File: src/rtl/sa_fifo_ctrl_16x128.sv
// sa_fifo_ctrl_16x128
//   In-order FIFO controller that sequences one external 1R1W RAM
//   (sa_ram_rws_16x128) as a 16-entry elastic buffer. The RAM has a
//   registered read, so data appears on ram_dout the cycle after ram_re.
//   The entry presented on the read side stays resident in the RAM and is
//   included in fifo_count.
//
// Ports
//   nvdla_core_clk     single clock; all state on posedge
//   nvdla_core_rstn    asynchronous active-low reset
//   wr_pvld/wr_prdy    producer handshake; wr_pd is the payload
//   rd_pvld/rd_prdy    consumer handshake; rd_pd is the head payload
//   ram_we/wa/di       RAM write port
//   ram_re/ra          RAM read request, ram_dout is the read data
//   fifo_count         occupancy 0..DEPTH, including the presented head
//   pwrbus_ram_pd      power-bus control, forwarded to ram_pwrbus_ram_pd
//
// Handshake: a transfer happens on a rising edge where valid and ready are
// both 1. A producer holds wr_pvld/wr_pd until accepted; this block holds
// rd_pvld/rd_pd until the consumer takes it. wr_prdy and rd_pvld are
// registered and never depend combinationally on the other side.
module sa_fifo_ctrl_16x128 #(
  parameter int DEPTH = 16,
  parameter int AW    = 4,
  parameter int DW    = 128
) (
  input  logic          nvdla_core_clk,
  input  logic          nvdla_core_rstn,
  input  logic          wr_pvld,
  output logic          wr_prdy,
  input  logic [DW-1:0] wr_pd,
  output logic          rd_pvld,
  input  logic          rd_prdy,
  output logic [DW-1:0] rd_pd,
  output logic          ram_we,
  output logic [AW-1:0] ram_wa,
  output logic [DW-1:0] ram_di,
  output logic          ram_re,
  output logic [AW-1:0] ram_ra,
  input  logic [DW-1:0] ram_dout,
  output logic [AW:0]   fifo_count,
  input  logic [31:0]   pwrbus_ram_pd,
  output logic [31:0]   ram_pwrbus_ram_pd
);

  localparam logic [AW:0] FULL = (AW+1)'(DEPTH);

  logic [AW-1:0] wr_ptr;
  logic [AW-1:0] rd_ptr;
  logic [AW:0]   count;
  logic [AW:0]   count_next;
  logic [AW:0]   unread;
  logic          push;
  logic          pop;
  logic          fetch;

  assign push = wr_pvld & wr_prdy;
  assign pop  = rd_pvld & rd_prdy;

  // Entries written but not yet fetched from the RAM. The held head has
  // already been fetched, so it is subtracted. A push in this same cycle is
  // not visible here: there is no write-to-read bypass through the RAM.
  assign unread = count - {{AW{1'b0}}, rd_pvld};

  // Fetch only when the output slot is empty or being vacated, which keeps
  // ram_dout (and therefore rd_pd) frozen under backpressure.
  assign fetch = (unread != '0) & (~rd_pvld | pop);

  assign count_next = count + {{AW{1'b0}}, push} - {{AW{1'b0}}, pop};

  assign ram_we            = push;
  assign ram_wa            = wr_ptr;
  assign ram_di            = wr_pd;
  assign ram_re            = fetch;
  assign ram_ra            = rd_ptr;
  assign rd_pd             = ram_dout;
  assign fifo_count        = count;
  assign ram_pwrbus_ram_pd = pwrbus_ram_pd;

  // Pointers are plain modulo counters; full/empty come from count alone.
  always_ff @(posedge nvdla_core_clk or negedge nvdla_core_rstn) begin
    if (!nvdla_core_rstn) begin
      wr_ptr  <= '0;
      rd_ptr  <= '0;
      count   <= '0;
      rd_pvld <= 1'b0;
      wr_prdy <= 1'b0;
    end else begin
      if (push) begin
        wr_ptr <= wr_ptr + AW'(1);
      end
      if (fetch) begin
        rd_ptr  <= rd_ptr + AW'(1);
        rd_pvld <= 1'b1;
      end else if (pop) begin
        rd_pvld <= 1'b0;
      end
      count   <= count_next;
      // Registered: a pop from full re-opens the write side one cycle later.
      wr_prdy <= (count_next != FULL);
    end
  end

`ifndef SYNTHESIS
  a_no_overflow: assert property (
    @(posedge nvdla_core_clk) disable iff (!nvdla_core_rstn)
    !(push && (count == FULL)));

  a_no_underflow: assert property (
    @(posedge nvdla_core_clk) disable iff (!nvdla_core_rstn)
    !(pop && (count == '0)));

  a_rd_pd_stable: assert property (
    @(posedge nvdla_core_clk) disable iff (!nvdla_core_rstn)
    (rd_pvld && !rd_prdy) |=> $stable(rd_pd));
`endif

endmodule
File: config.mk
export PLATFORM = sky130hd
export DESIGN_NAME = sa_fifo_ctrl_16x128
export DESIGN_NICKNAME = d
export VERILOG_FILES = /design/src/rtl/sa_fifo_ctrl_16x128.sv
export SDC_FILE = /design/constraint.sdc
export NUM_CORES = 1
export LEC_CHECK = 0
export CORE_AREA = 3 3 232 234
export CTS_BUF_LIST = sky130_fd_sc_hd__clkbuf_4
export DETAILED_ROUTE_END_ITERATION = 7
export DIE_AREA = 0 0 235 237
export SYNTH_ARGS = -nofsm -noshare
export SYNTH_HDL_FRONTEND = slang
export SYNTH_SLANG_ARGS = --single-unit
File: constraint.sdc
create_clock -name nvdla_core_clk -period 3 [get_ports nvdla_core_clk]
set_input_delay 0.3 -clock nvdla_core_clk [delete_from_list [all_inputs] [get_ports nvdla_core_clk]]
set_output_delay 0.3 -clock nvdla_core_clk [all_outputs]
set_load 0.005 [all_outputs]
==> results of run 1 <==
area by class of cell:
type                    instances  area [µm²]
flip-flops and latches         15         375
clock buffers                   4        30.0
repair buffers                 20         200
well taps                     688         861
inverters                       8        30.0
multi-input cells              44         387
fillers                      6179       50400
path summary, 6_finish.rpt:
kind / from / cells past startpoint / end
worst min register to register: ram_wa[3] / 1 / ram_wa[3]
worst min-delay path: nvdla_core_rstn / 1 / fifo_count[0]
worst max register to register: rd_pvld / 9 / wr_prdy
min in group nvdla_core_clk: ram_wa[3] / 1 / ram_wa[3]
worst max-delay path: fifo_count[2] / 6 / ram_re
max in group asynchronous: nvdla_core_rstn / 1 / ram_ra[2]
power by group through the flow:
stage          sequential [mW]  clock, mW  combinational [mW]
2_1_floorplan            0.412          0               0.749
3_3_place_gp             0.427          0               0.760
3_5_place_dp             0.423          0               0.779
4_1_cts                  0.425      0.130               0.786
5_1_grt                  0.443      0.141               0.878
6_report                 0.422      0.123               0.775
kinds of logic after synthesis:
family | Yosys count | share of synthesized area
AO/OA/AOI/OAI | 7 | 0.0161
XOR/XNOR | 12 | 0.0355
adder cells (fa/ha/maj) | 11 | 0.0491
buffers and inverters | 297 | 0.742
flip-flops | 15 | 0.127
multiplexers | 2 | 0.00888
AND/OR/NAND/NOR | 12 | 0.0211
worst register-to-register path, stage by stage, from the launching register on:
cell,delay (ps)
dfrtp_1,420
and2_1,170
ha_1,260
inv_1,40
ha_1,220
fa_1,410
a21oi_1,180
o21bai_1,90
xnor2_1,190
nand3b_1,90
routing by layer:
metal / vias up / routed length [µm] / track usage
met4: 0 / 1110 / 0.0369
met3: 136 / 3200 / 0.0483
met1: 365 / 1410 / 0.0135
li1: 272 / - / -
met2: 259 / 4250 / 0.0480
met5: - / 0 / 0
per-stage QoR:
step	area, µm²	hold slack [ps]	std cells
final	1880	425	779
after global routing	1880	459	779
after CTS	1880	450	779
after detailed placement	1850	465	775
after global placement	1850	466	775
after floorplan	2960	4.41	356
cell usage in the layout (no fill, tap or decap), drive strengths merged:
cell type / netlist / layout
a21oi: 2 / 2
a31oi: 1 / 1
and2: 2 / 2
clkbuf: 1 / 4
clkdlybuf4s50: 0 / 20
dfrtp: 15 / 15
fa: 1 / 1
ha: 10 / 10
inv: 8 / 8
mux2: 2 / 2
nand2: 4 / 4
nand3b: 1 / 1
nand4: 2 / 2
nor3: 3 / 3
o21ai: 1 / 1
o21bai: 2 / 2
o32a: 1 / 1
xnor2: 9 / 9
xor2: 3 / 3
state kept, by name, summed over array words and instances (netlist names):
signal	cells
wr_prdy	1
fifo_count	5
rd_pvld	1
ram_ra	4
ram_wa	4
==> flow_summary.yaml, run 1 <==
outcome:
  status: "complete, no violations"
logic_synthesis:
  synth.top_cell.area_share: 0.731
  syn_nets: 659
  ys_seq_area_frac: 0.127
  synth.most_common_cell: "buf_4"
  ys_top_cells_by_area: "buf_4, dfrtp_1, ha_1, xnor2_1, inv_1"
  synthesis.area_mm2: 0.00296
  synthFlopType: "dfrtp_1"
  synth_seq_cells: 15
  synth_edf_count: 0
  yosys_warnings: 0
  yosysTopAreaCell: "buf_4"
  synth_cell_types: 20
  async_flop_share: 1.00
  syn_inst: 356
  syn_avg_cell_area_um2: 8.31
  yosys-top-cells-count: "buf_4, dfrtp_1, ha_1, xnor2_1, inv_1"
floorplanning:
  rows: 84
  dieArea_mm2: 0.0557
  initial_core_util: 0.0566
  fp.dieH_um: 237
  io_pins: 597
  die_w_um: 235
  design.core.area_mm2: 0.0522
critical_path:
  worst-path-max-fanout: 5
  cp.required_ps: 2700
  cp.arrival_ps: 2190
  ff2ff_setup_slack_ps: 830
  critPathKind: "reg2out"
  path_buf_inv: 2
  crit_path_top_delay_cell: "clkdlybuf4s50_1"
  critPathTopFamily: "buffers and inverters"
  critPathLaunchType: "register"
  crit_path_max_incr_delay_ps: 530
  cp_cell_sequence: "inv_1 > ha_1 > xnor2_1 > a31oi_1 > o32a_2 > clkdlybuf4s50_1"
  critPathCaptureType: "output port"
timing:
  fin_crit_ps: 2490
  setup_viol: 0
  timing.setup.tns_ps: 0
  worstMarginPinSlew_ps: 674
  drv_slew: 0
  fin_crit_sh: 0.831
  rsz0062_at_grt: "false"
  clock_skew_ps: 3.95
  max_freq_mhz: 401
  relSlewSlack: 0.549
  fin_ws_ps: 507
  hold_violations: 0
power:
  intPower_uw: 811
  seqPwrFrac: 0.320
  peakVddDrop_v: 0.000393
  p_sw_uw: 510
  netSwitchingFraction: 0.386
  power_density_mw_per_mm2: 701
  p_leak_nw: 0.468
  power_mw: 1.32
  clkPwrFrac: 0.093
  power_frac_comb: 0.587
drt:
  routed-via-count: 1032
  viasPerCell: 1.32
  remaining_drc_errors: 0
  ant_nets: 0
  drt_first_pass_iters: 3
  drt_iter0_drc: 24
  wl_per_cell_um: 12.8
  wl_mm: 9.96
global_route:
  antenna_found_initial: 0
  grt_start_max_net_pins: 16
  grt_use_total: 0.0332
  gr-total-overflow: 0
  grt_pass1_vias: 1277
  grt_pass1_wl_mm: 12.4
place:
  place_hpwl_mm: 8.74
  place_ws_ps: 533
  io_buffer_count: 20
  place.gp.congestion: 0.649
clock_network:
  post_cts_buffers: 0
  cts_hold_buffers: 0
  h-tree-depth: 1
  path_clk_slew_ps: 90
  cts.path.max_buffers: 2
  cts_resized: 0
  clk_latency_ps: 280
  cts.sinks: 15
  numCtsBuffers: 3
  ctsRootBufferMaster: "clkbuf_4"
  cts_tree: "yes"
job:
  maxCapViolCount: 0
cells_and_area:
  n_antenna_cell: 0
  final_core_util: 0.0360
  syn_to_final_growth_pct: -36.3
  fin_nets: 395
  drive_gt1_frac: 0.0769
worst_hold_path:
  hold_path.class: "in2async"
No activity file was read; power rests on OpenSTA's default activity.
==> inputs of run 2 (changes only) <==
--- a/config.mk
+++ b/config.mk
@@ -5,10 +5,10 @@
 export SDC_FILE = /design/constraint.sdc
 export NUM_CORES = 1
 export LEC_CHECK = 0
-export CORE_AREA = 3 3 232 234
+export CORE_AREA = 3 3 229 231
 export CTS_BUF_LIST = sky130_fd_sc_hd__clkbuf_4
 export DETAILED_ROUTE_END_ITERATION = 7
-export DIE_AREA = 0 0 235 237
+export DIE_AREA = 0 0 232 234
 export SYNTH_ARGS = -nofsm -noshare
 export SYNTH_HDL_FRONTEND = slang
 export SYNTH_SLANG_ARGS = --single-unit
==> constraint.sdc (replaced) <==
create_clock -name nvdla_core_clk -period 2.2 [get_ports nvdla_core_clk]
set_input_delay 0.22 -clock nvdla_core_clk [delete_from_list [all_inputs] [get_ports nvdla_core_clk]]
set_output_delay 0.22 -clock nvdla_core_clk [all_outputs]
set_load 0.005 [all_outputs]
==> run 2 against run 1 <==
Die area down 2.5%. Count of clock-buffer cells in the layout unchanged. Final area up 4.9%. Clock skew down 1.3 ps. Setup slack worse by 380 ps. Register-to-register slack worse by 710 ps. Via count up 7.8%. Utilization up 0.32 points. First-iteration DRC count unchanged. Sequential share of layout area down 0.93 points. Critical path type is now reg2reg.
==> flow_summary.yaml, run 2 (synthesis gave the netlist of run 1 again) <==
critical_path:
  cp_cell_sequence: "and2_4 > ha_4 > inv_2 > ha_4 > fa_2 > a21oi_2 > o21bai_1 > xnor2_1 > nand3b_1"
  worst-path-max-fanout: 4
  path_buf_inv: 1
  critPathKind: "reg2reg"
  worst_path_most_repeated_cell: "ha_4"
  critPathLaunchType: "register"
  crit_path_max_incr_delay_ps: 420
  regToRegStartpoint: "rd_pvld"
  worstRegToRegCells: 9
  r2r_end: "wr_prdy"
  crit_path_top_delay_cell: "dfrtp_1"
  ff2ff_setup_slack_ps: 120
  cp.required_ps: 2370
  critPathTopFamily: "adder cells"
  critPathCaptureType: "register"
  cp.arrival_ps: 2250
timing:
  hold_violations: 0
  fin_ws_ps: 122
  setup_viol: 0
  clock_skew_ps: 2.60
  relSlewSlack: 0.514
  max_freq_mhz: 481
  drv_slew: 0
  rsz0062_at_grt: "false"
  timing.setup.tns_ps: 0
  fin_crit_ps: 2080
  worstMarginPinSlew_ps: 726
  fin_crit_sh: 0.944
clock_network:
  cts_tree: "yes"
  clk_latency_ps: 280
  numCtsBuffers: 3
  cts_hold_buffers: 0
  cts.path.max_buffers: 2
  h-tree-depth: 1
  cts.sinks: 15
  ctsRootBufferMaster: "clkbuf_4"
  path_clk_slew_ps: 90
power:
  p_leak_nw: 0.511
  clkPwrFrac: 0.085
  power_mw: 2.04
  netSwitchingFraction: 0.376
  power_density_mw_per_mm2: 1030
  peakVddDrop_v: 0.000548
  p_sw_uw: 765
  seqPwrFrac: 0.271
  intPower_mw: 1.27
  power_frac_comb: 0.644
drt:
  remaining_drc_errors: 0
  ant_nets: 0
  drt_first_pass_iters: 4
  drt_iter0_drc: 24
  routed-via-count: 1113
  wl_per_cell_um: 14.4
  wl_mm: 11.2
  viasPerCell: 1.44
worst_hold_path:
  hold_path.class: "in2async"
cells_and_area:
  ff_latch_area_um2: 375
  mostFrequentLayoutCell: "clkdlybuf4s50_1"
  syn_to_final_growth_pct: -33.2
  most-common-layout-cells: "clkdlybuf4s50_1, dfrtp_1, buf_4"
  largest_reg_flops: 5
  fin_cells: 773
  multiInputGateArea_um2: 425
  fill_cells: 6032
  n_antenna_cell: 0
  drive_gt1_frac: 0.277
  fin_nets: 405
floorplanning:
  initial_core_util: 0.0588
  dieArea_mm2: 0.0543
  design.core.area_mm2: 0.0503
  fp.dieH_um: 234
  die_w_um: 232
  rows: 82
  io_pins: 597
outcome:
  status: "complete, no violations"
global_route:
  grt_pass1_wl_mm: 13.0
  antenna_found_initial: 0
  grt_start_max_net_pins: 16
  gr-total-overflow: 0
  grt_use_total: 0.0362
  grt_pass1_vias: 1291
place:
  place_ws_ps: -180
  io_buffer_count: 20
  place.gp.congestion: 0.667
  place_hpwl_mm: 9.20
  placed_cells: 762
job:
  maxCapViolCount: 0
## run 2: changes by cell type in the layout (fill, tap and decap cells not counted), sizes merged
cell / previous run / this run
buf: 0 / 10
dlygate4sd2: 0 / 1
clkdlybuf4s50: 20 / 19
## run 2: cell type report
class	count	area share
well taps	672	0.426
clock buffers	4	0.0152
inverters	8	0.0152
multi-input cells	44	0.215
repair buffers	30	0.139
flip-flops and latches	15	0.190
## run 2: worst register-to-register path: cells and delay by family (launching register included)
kind / cells / cell delay [ps]
adders and majority gates: 3 / 820
buffers and inverters: 1 / 40
DFF: 1 / 420
and+or+nand+nor: 2 / 260
xor gates and xnor gates: 1 / 210
AOI/OAI and AO/OA: 2 / 220
## run 2: stage by stage
stage / hold WS [ps] / area, µm² / utilization
global placement: 440 / 1860 / 0.0369
detailed placement: 440 / 1860 / 0.0369
floorplan: -75.6 / 2960 / -
global route: 386 / 1980 / 0.0393
CTS: 375 / 1910 / 0.0380
finish: 360 / 1980 / 0.0393
## run 2: metal layers
layer	vias up	share of wire	track usage
met5	-	0.0066	0.00982
li1	291	-	-
met1	373	0.12	0.0129
met4	2	0.15	0.0533
met2	285	0.37	0.0424
met3	162	0.35	0.0595
## run 2: power groups by stage
stage	logic, mW	registers (mW)	clock network [mW]
global placement	1.10	0.562	0
CTS	1.18	0.551	0.185
detailed placement	1.11	0.552	0
floorplan	1.02	0.561	0
global route	1.46	0.576	0.194
finish	1.31	0.553	0.173
## run 2: timing repair
action                                  CTS  global route
setup buffers                             3             4
endpoints found under the setup margin    1             2
resized for setup                         4             9
pin swaps                                 2             8
## run 2: worst max path at each step
stage	endpoint	slack, ps	start	depth (start not counted)
after floorplan	wr_prdy	170	rd_pvld	9
after global placement	wr_prdy	-130	rd_prdy	10
after detailed placement	wr_prdy	-180	rd_prdy	10
after CTS	wr_prdy	20	rd_pvld	9
after global routing	wr_prdy	10	rd_pvld	9
final	wr_prdy	120	rd_pvld	9
